<file path="config.mk">
export PLATFORM = sky130hd
export DESIGN_NAME = or_gate_demux
export DESIGN_NICKNAME = d
export VERILOG_FILES = /design/src/rtl/or_gate_demux.sv
export SDC_FILE = /design/constraint.sdc
export NUM_CORES = 1
export LEC_CHECK = 0
export BUFFER_PORTS_ARGS = -buffer_cell sky130_fd_sc_hd__buf_4
export CAP_MARGIN = 20
export CORE_AREA = 2 2 39 41
export DETAILED_ROUTE_END_ITERATION = 16
export DIE_AREA = 0 0 41 43
export PLACE_DENSITY = 0.67
export SYNTH_ARGS = -nofsm -noshare
export SYNTH_HDL_FRONTEND = slang
export SYNTH_SLANG_ARGS = --single-unit
</file>
<file path="constraint.sdc">
create_clock -name clk -period 1.7 [get_ports clk]
set_input_delay 0.34 -clock clk [delete_from_list [all_inputs] [get_ports clk]]
set_output_delay 0.34 -clock clk [all_outputs]
set_load 0.01 [all_outputs]
</file>
<file path="src/rtl/or_gate_demux.sv">
// or_gate_demux: combinational a|b plus a registered one-hot lane demux of the result.
// Define OR_GATE_DEMUX_HITCNT_EN to add a saturating hit_cnt of nonzero in-range captures.
module or_gate_demux #(
  parameter int WIDTH   = 1,
  parameter int NUM_OUT = 4,
  parameter int SEL_W   = $clog2(NUM_OUT)
) (
  input  logic                     clk,
  input  logic                     rst,
  input  logic                     en,
  input  logic [WIDTH-1:0]         a,
  input  logic [WIDTH-1:0]         b,
  input  logic [SEL_W-1:0]         sel,
  output logic [WIDTH-1:0]         or_o,
  output logic [NUM_OUT*WIDTH-1:0] demux_o,
  output logic [NUM_OUT-1:0]       demux_vld,
`ifdef OR_GATE_DEMUX_HITCNT_EN
  output logic [15:0]              hit_cnt,
`endif
  output logic                     sel_err
);
  logic [NUM_OUT*WIDTH-1:0] demux_q, demux_d;
  logic [NUM_OUT-1:0]       vld_q, vld_d;
  logic                     err_q, err_d;
  logic                     in_rng;
  assign or_o   = a | b;
  assign in_rng = 32'(sel) < NUM_OUT;
  // A capture clears every lane except the selected one; idle and out-of-range cycles hold data.
  always_comb begin
    demux_d = demux_q;
    vld_d   = '0;
    err_d   = en ? !in_rng : err_q;
    if (en && in_rng) begin
      demux_d = '0;
      demux_d[sel*WIDTH +: WIDTH] = or_o;
      vld_d[sel] = 1'b1;
    end
  end
  always_ff @(posedge clk or posedge rst) begin
    if (rst) begin
      demux_q <= '0;
      vld_q   <= '0;
      err_q   <= 1'b0;
    end else begin
      demux_q <= demux_d;
      vld_q   <= vld_d;
      err_q   <= err_d;
    end
  end
  assign demux_o   = demux_q;
  assign demux_vld = vld_q;
  assign sel_err   = err_q;
`ifdef OR_GATE_DEMUX_HITCNT_EN
  logic [15:0] hit_q, hit_d;
  assign hit_d = (en && in_rng && |or_o && hit_q != 16'hFFFF) ? hit_q + 16'd1 : hit_q;
  always_ff @(posedge clk or posedge rst) begin
    if (rst) hit_q <= '0;
    else     hit_q <= hit_d;
  end
  assign hit_cnt = hit_q;
`endif
endmodule

</file>
==> run metrics, run 1 <==
outcome=completed; vias after detailed routing=324; gr ovfl total=0; Post-route DRC=0; ANT nets after route=0; antenna violations before repair=0; Multi-input gate area=212.7 µm²; largest net degree at the start of global routing=11; Global Route Usage Sum=11.58%; CP most frequent cell=buf_4; VDD IR-drop max=229.7 µV; crit start category=input pin; # fillers=133; CTS Buffer Depth=2; critical path endpoint category=output port; hold buffers post-CTS=0; core area=0.001384 mm²; hold crit path type=in -> async; count of pins over their slew limit=0; # diodes=0; Port Buffer Count=15; Yosys warnings=0; Power Total=0.0004067 W; Critical Path RT=1.36 ns; syn nets=51; H-tree depth=1; top cell type's share of synthesized area=45.20%; CTS tree=yes; CP max-delay cell=nor2_1; r2r setup slk=1.03 ns; fin util=42.68%; drt wl/cell=11.38 µm; syn avg cell area=11.36 µm²; Storage cell area=200.2 µm²; GP Congestion=0.7507; die width=41 µm; register area share after synthesis=45.20%; Clk pin slew, worst setup/hold paths=0.05 ns; fmax=808.7 MHz; Post-layout nets=70; number of DRC markers in iteration 0=2; area leader, netlist=dfrtp_1; vias in the first global route=325; post-route cell area=590.6 µm²; synth top area cells=dfrtp_1 (45%), ha_1 (14%), o41ai_2 (7.3%), and2_1 (5.6%), inv_1 (5.1%); flops & latches, synth=8; period utilization=72.74%; PD cells=688.6 mW/mm²; CP max FO=3; Clock Skew=0 ns; RSZ-0062 raised after global routing=no; CP peak stage delay=0.23 ns; critical path arrival=0.90 ns; min cycle time layout=1.237 ns; row cnt=14; drt pass-1 iters=3; drt total wl=819 µm; CP cell instances=buf_4, nor2_1, inv_1, buf_4; reg2reg path depth=2; DIE HEIGHT=43 µm; clk_lat worst skew=0.25 ns; Via-to-Cell Ratio=4.500; CTS root buffer=clkbuf_4; first-pass GRT wire length=1331 µm; HPWL Detailed=659.7 µm; WS Path Type=in -> out; max-cap viol count=0; num ports=17; CTS resizes=0; cell leakage power=0.3104 nW; placed cell areas=568.0 µm²; Synth Cell Area=442.9 µm²; synthesis-to-layout area growth=33.33%; layout cell share with drive strength beyond 1=42.86%; Hold Fails Final Rpt=0; Num CTS Buffers=3; Setup-failing EPs final=0; # clock sinks=8; TNS Setup=0 ns; Cell variety after synth=15; Die ar.=0.001763 mm²; hold_ws=0.02930 ns; cells after synthesis=39; Starting Density=32.01%; post-CTS setup buffers=0
worst paths after layout:
path	start	to
setup / recovery	b	or_o
setup reg to reg	demux_o[0]	demux_o[0]
min in group clk	sel[0]	demux_o[0]
hold / removal	rst	demux_vld[3]
hold reg to reg	demux_o[3]	demux_o[3]
max in group asynchronous	rst	demux_vld[0]
metal layers:
layer,track usage [%],part of all wire (%),up-vias
met3,2.094,6.7,2
met5,0,0,-
li1,-,-,159
met1,13.31,42,150
met2,17.19,48,13
met4,10.00,2.7,0
power breakdown:
| part | leakage, nW | switching [W] | internal, W |
|---|---|---|---|
| combinational | 0.187 | 0.0000362 | 0.0000328 |
| sequential | 0.109 | 0.00000196 | 0.000196 |
| clock | 0.0138 | 0.0000591 | 0.0000804 |
| total | 0.310 | 0.0000972 | 0.000309 |
metrics by stage:
step                      cells  setup slack [ns]
after floorplan              39            0.4408
after global placement       69            0.2169
after detailed placement     69            0.2035
after CTS                    72            0.4601
after global routing         72            0.3944
final                        72            0.4634
placed cells by master, fill, tap and decap left out:
cell,n
dfrtp_1,8
nand2b_2,1
conb_1,1
and2_1,4
or2_4,1
clkbuf_4,3
inv_1,6
o211ai_2,1
o41ai_2,2
nand2b_1,3
nor2_1,1
o32ai_2,1
o32ai_1,1
buf_4,15
nand2_1,3
ha_1,5
cell type report:
class                      count  share of cell area [%]
multi-input combinational     24                   36.02
sequential                     8                   33.90
timing repair buffer          15                   19.07
clock buffer                   3                   3.814
inverter                       6                   3.814
tap                           16                   3.390
cells in the mapped netlist, drive strengths merged:
| library cell | count |
|---|---|
| dfrtp | 8 |
| inv | 6 |
| ha | 5 |
| and2 | 4 |
| nand2b | 4 |
| nand2 | 3 |
| o32ai | 2 |
| o41ai | 2 |
| buf | 1 |
| conb | 1 |
| nor2 | 1 |
| o211ai | 1 |
| or2 | 1 |
critical path: cells and delay by family:
| kind | cells | cell delay (ns) |
|---|---|---|
| and+or+nand+nor | 1 | 0.23 |
| buffers and inverters | 3 | 0.33 |
registers in the layout, indices dropped and copies added (netlist names):
name       count
demux_o        4
demux_vld      4
logic make-up (layout without fill, tap and decap cells):
kind of cell / after synthesis / count (layout) / share of synthesized area [%]
buffers and inverters: 7 / 24 / 6.780
AND/OR/NAND/NOR: 13 / 13 / 17.23
AO/OA/AOI/OAI: 5 / 5 / 15.82
other: 1 / 1 / 0.8466
adder cells (fa/ha/maj): 5 / 5 / 14.12
flip-flops: 8 / 8 / 45.20
Note: power is estimated with default switching activity, not from simulation.
==> run 2: changes to the inputs <==
Settings changed: ABC_AREA set to 1.
Clock period 1.7 ns to 1 ns, I/O delays scaled along.
==> run 2 against run 1 <==
Cell area rose by 3.4%. Global-route usage fell by 1.3 points. Via count up 9.0%. Hold slack improved by 0.17 ns. Total power increased by 68%.
==> run metrics, run 2 <==
largest net degree at the start of global routing=9; Post-layout nets=87; H-tree depth=1; top-count cell post-synth=nand2_1; vias in the first global route=305; drt wl/cell=8.011 µm; ANT nets after route=0; CP max-delay cell=dfrtp_1; placed cell areas=574.3 µm²; register area share after synthesis=48.63%; Post-Synth Adder-Cell Area=15.20%; cells after synthesis=50; Die ar.=0.001763 mm²; Most used DFF post-synth=dfrtp_1; reg-to-reg startpoint=demux_o[2]; Critical Path RT=0.80 ns; top cell type's share of synthesized area=48.63%; area leader, netlist=dfrtp_1; Starting Density=29.75%; critical path arrival=0.76 ns; first-pass GRT wire length=1110 µm; Synth Cell Area=411.6 µm²; syn avg cell area=8.233 µm²; Via-to-Cell Ratio=3.966; Cell variety after synth=9; fin util=44.12%; RSZ-0062 raised after global routing=no; flops & latches, synth=8; commonest non-fill, non-tap cells in the layout=buf_4 (19), nand2_1 (13), inv_1 (11); syn nets=62; Post-route DRC=0; period utilization=95.94%; drt pass-1 iters=1; hold path start=en; Setup-failing EPs final=0; CTS tree=yes; WS Path Type=reg -> out; CTS Buffer Depth=2; CP cell instances=buf_4; Bufs and invs on worst path=1; multiplexer area fraction after synthesis=0%; VDD IR-drop max=309.4 µV; Hold Fails Final Rpt=0; PD cells=1122 mW/mm²; num ports=17; async set-reset flop share out of synthesis=100.0%; DIE HEIGHT=43 µm; count of pins over their slew limit=0; post-CTS setup buffers=0; fmax=1042 MHz; drt total wl=713 µm; gr ovfl total=0; clk_lat worst skew=0.25 ns; row cnt=14; # fillers=142; Num CTS Buffers=3; cell family with most CP delay=flip-flops; CTS root buffer=clkbuf_4; max-cap viol count=0; post-synthesis xor/xnor area fraction=0%; # diodes=0; Synth Area in Compound Gates=0%; r2r setup slk=0.38 ns; vias after detailed routing=353; die width=41 µm; layout cell share with drive strength beyond 1=31.51%; min cycle time layout=0.9594 ns; CP peak stage delay=0.37 ns; hold crit path type=in -> reg; HPWL Detailed=621 µm; core area=0.001384 mm²; Clk pin slew, worst setup/hold paths=0.05 ns; critical path endpoint category=output port; CP max FO=2; cell leakage power=0.3928 nW; crit start category=flip-flop; largest family of logic cells by synthesized area=simple AND/OR/NAND/NOR gates; Port Buffer Count=15; outcome=completed; simple-gate share of the synthesized area=23.40%; GP Congestion=0.7726; post-route cell area=610.6 µm²; Global Route Usage Sum=10.27%; Clock Skew=0 ns; Yosys warnings=0; # clock sinks=8; synth top area cells=dfrtp_1 (49%), ha_1 (15%), nand2_1 (12%), inv_1 (10%), nor2_1 (6.4%); worst setup path startpoint=demux_o[0]; most frequent cells after synthesis=nand2_1 (13), inv_1 (11), dfrtp_1 (8); most common cell after layout, fill and taps aside=buf_4; synthesis-to-layout area growth=48.33%; antenna violations before repair=0; Post-synth EDFFs=0; number of DRC markers in iteration 0=0
run 2: changes by cell type after synthesis:
cell      delta
nand2_1     +10
nor2_1       +6
inv_1        +5
and2_1       -4
nand2b_1     -3
nand3_1      +3
o41ai_2      -2
nand2b_2     -1
nand4_1      +1
o211ai_2     -1
o32ai_1      -1
o32ai_2      -1
or2_4        -1
run 2: cell families (layout without fill, tap and decap cells):
family / Yosys count / in the layout
buffers and inverters: 12 / 35
and+or+nand+nor: 24 / 24
DFF: 8 / 8
other: 1 / 1
adders and majority gates: 5 / 5
run 2: final cells by class:
type                    instances  area (µm²)  area share (%)
clock buffers                   3       22.52           3.689
flip-flops and latches          8       200.2           32.79
well taps                      16       20.02           3.279
inverters                      11       41.29           6.762
repair buffers                 21       163.9           26.84
multi-input cells              30       162.7           26.64
run 2: worst paths after layout:
kind | depth (start not counted) | endpoint
setup / recovery | 1 | demux_o[0]
hold / removal | 3 | demux_vld[0]
setup reg to reg | 2 | demux_o[2]
hold reg to reg | 2 | demux_o[3]
max in group asynchronous | 3 | demux_o[3]
min in group asynchronous | 3 | demux_vld[0]
run 2: per-stage QoR:
step / cells / TNS (ns) / worst slack, ns / total power (W) / hold slack, ns
final: 89 / 0 / 0.04056 / 0.0006852 / 0.1968
after global routing: 89 / 0 / 0.002356 / 0.0007258 / 0.2168
after CTS: 89 / 0 / 0.01250 / 0.0007026 / 0.1920
after detailed placement: 85 / -0.1922 / -0.07385 / 0.0004588 / 0.1638
after global placement: 85 / -0.09035 / -0.03974 / 0.0004549 / 0.1559
after floorplan: 50 / 0 / 0.07595 / 0.0003974 / 0.01566
run 2: per-layer routing:
layer / track usage [%] / share of wire, % / vias up
met2: 15.31 / 54 / 11
met5: 0 / 0 / -
met3: 1.571 / 5.2 / 2
li1: - / - / 189
met4: 14.00 / 2.7 / 0
met1: 9.416 / 38 / 151
run 2: tightest hold or removal path, stage by stage:
cell,delay (ns)
buf_4,0.10
nand2_1,0.05
inv_1,0.06
run 2: what timing repair did:
action | CTS | global route
resized for setup | 0 | 1
hold buffers | 1 | 0
hold endpoints to repair | 8 | 0
endpoints found under the setup margin | 0 | 1
run 2: power breakdown:
group | leakage, nW | internal [W] | switching, W
logic | 0.270 | 0.0000588 | 0.0000587
registers | 0.109 | 0.000334 | 0.00000335
clock network | 0.0138 | 0.000136 | 0.0000942
==> run 3: changes to the inputs <==
Settings changed: CAP_MARGIN 20 to not set, PLACE_DENSITY 0.67 to 0.64.
Clock period 1 ns to 0.9 ns, I/O delays scaled along.
==> run 3 against run 2 <==
The flow now finishes with violations (negative setup slack). Hold slack worse by 0.0038 ns. Sequential cell count is the same. Global-route usage down 1.4 points.
==> run metrics, run 3 (same netlist as run 2, synthesis figures left out) <==
worst setup path startpoint=demux_o[3]; switching part of the total=22.00%; TNS Setup=-0.08450 ns; Global Route Usage Sum=8.880%; Hold Fails Final Rpt=0; die width=41 µm; critical path endpoint category=output port; WS Path Type=reg -> out; RR Endpoint=demux_o[0]; final setup margin=-0.02201 ns; drt wl/cell=7.315 µm; period utilization=102.4%; # clock sinks=8; worst slack at placement=-0.1448 ns; antenna violations before repair=0; Critical Path RT=0.72 ns; synthesis-to-layout area growth=60.18%; commonest non-fill, non-tap cells in the layout=buf_4 (15), nand2_1 (13), inv_1 (9); CTS tree=yes; met2 WL=327 µm; part of the power in registers=49.1%; CTS root buffer=clkbuf_4; Port Buffer Count=15; cell leakage power=0.4124 nW; Clock Skew=0 ns; critical path arrival=0.74 ns; gr ovfl total=0; Bufs and invs on worst path=1; layout cell share with drive strength beyond 1=36.84%; Post-route DRC=0; CTS Buffer Depth=2; DIE HEIGHT=43 µm; clk_lat worst skew=0.24 ns; failing checks=negative setup slack; PD cells=1162 mW/mm²; Via-to-Cell Ratio=3.837; HPWL Detailed=590.4 µm; Num CTS Buffers=3; r2r setup slk=0.17 ns; Clk pwr share=32.3%; met1 WL=285 µm; VDD IR-drop max=351.0 µV; core area=0.001384 mm²; fmax=1085 MHz; RSZ-0062 raised after global routing=yes; num ports=17; Clk pin slew, worst setup/hold paths=0.05 ns; first-pass GRT wire length=1048 µm; Psw=0.0001686 W; most common cell after layout, fill and taps aside=buf_4; power share of the combinational group=18.6%; reg-to-reg startpoint=demux_o[0]; internal power=0.0005978 W; ANT nets after route=0; CP max-delay cell=dfrtp_1; outcome=finished with violations; # diodes=0; CP max FO=2; Post-layout nets=90; H-tree depth=1; min cycle time layout=0.9220 ns; crit start category=flip-flop; number of DRC markers in iteration 0=4; count of pins over their slew limit=0; vias in the first global route=316; largest net degree at the start of global routing=9; Starting Density=29.75%; max-cap viol count=0; CP cell instances=buf_6; CP peak stage delay=0.38 ns; Top Metal Used=met3; Die ar.=0.001763 mm²; cell family with most CP delay=flip-flops; reg2reg path depth=3; GP Congestion=0.7625; vias after detailed routing=353; drt total wl=673 µm; stages on the worst setup path=1; WL met3=60 µm; drt pass-1 iters=2; hold crit path type=in -> reg; Setup-failing EPs final=8; CP endpoint=demux_o[3]; row cnt=14
==> run 3: changes by cell type in the layout (fill, tap and decap cells not counted) <==
cell / previous run / this run
buf_6: 1 / 8
buf_4: 19 / 15
inv_1: 11 / 9
inv_2: 0 / 2
==> run 3: power by group through the flow <==
stage	logic, W	clock network (W)	registers (W)
after floorplan	0.0000556	0	0.000386
after global placement	0.000129	0	0.000380
after detailed placement	0.000130	0	0.000380
after CTS	0.000142	0.000258	0.000376
after global routing	0.000162	0.000269	0.000377
final	0.000143	0.000247	0.000376
==> run 3: worst min path at each step <==
stage | cells past startpoint | slack (ns) | startpoint | end
CTS | 3 | 0.19 | en | demux_vld[3]
detailed placement | 2 | 0.14 | rst | demux_vld[3]
floorplan | 1 | -0.004 | rst | demux_o[0]
global route | 3 | 0.21 | en | demux_vld[3]
global placement | 2 | 0.14 | rst | demux_vld[1]
finish | 3 | 0.19 | en | demux_vld[3]
==> run 3: layout make-up <==
class,instances,area [µm²]
Sequential cell,8,200.2
Clock buffer,3,22.52
Timing Repair Buffer,24,212.7
Tap cell,16,20.02
Fill cell,141,724.4
Inverter,11,41.29
Multi-Input combinational cell,30,162.7
==> run 3: timing repair <==
| action | in CTS | in global routing |
|---|---|---|
| hold buffers | 1 | 0 |
| setup endpoints to repair | 8 | 9 |
| gates resized for setup | 8 | 2 |
| buffers inserted | 1 | 1 |
| hold endpoints to repair | 8 | 0 |
==> run 3: tightest hold or removal path: cells and delay by family <==
| family | cells | cell delay (ns) |
|---|---|---|
| simple gates | 1 | 0.05 |
| buf+inv | 2 | 0.17 |
==> run 3: per-layer routing <==
| metal | up-vias | GRT usage, % |
|---|---|---|
| met2 | 13 | 13.75 |
| met5 | - | 0 |
| met3 | 0 | 1.571 |
| met4 | 0 | 8.000 |
| li1 | 200 | - |
| met1 | 140 | 9.477 |
==> run 3: metrics by stage <==
step                      total power [W]  cell area, µm²  utilization, %  std cells  hold slack, ns
after global routing            0.0008087           659.4           47.65         92          0.2123
after detailed placement        0.0005104           581.8           42.04         86          0.1384
after global placement          0.0005090           581.8           42.04         86          0.1382
final                           0.0007665           659.4           47.65         92          0.1930
after CTS                       0.0007765           651.9           47.11         91          0.1885
after floorplan                 0.0004415           411.6               -         50       -0.004342
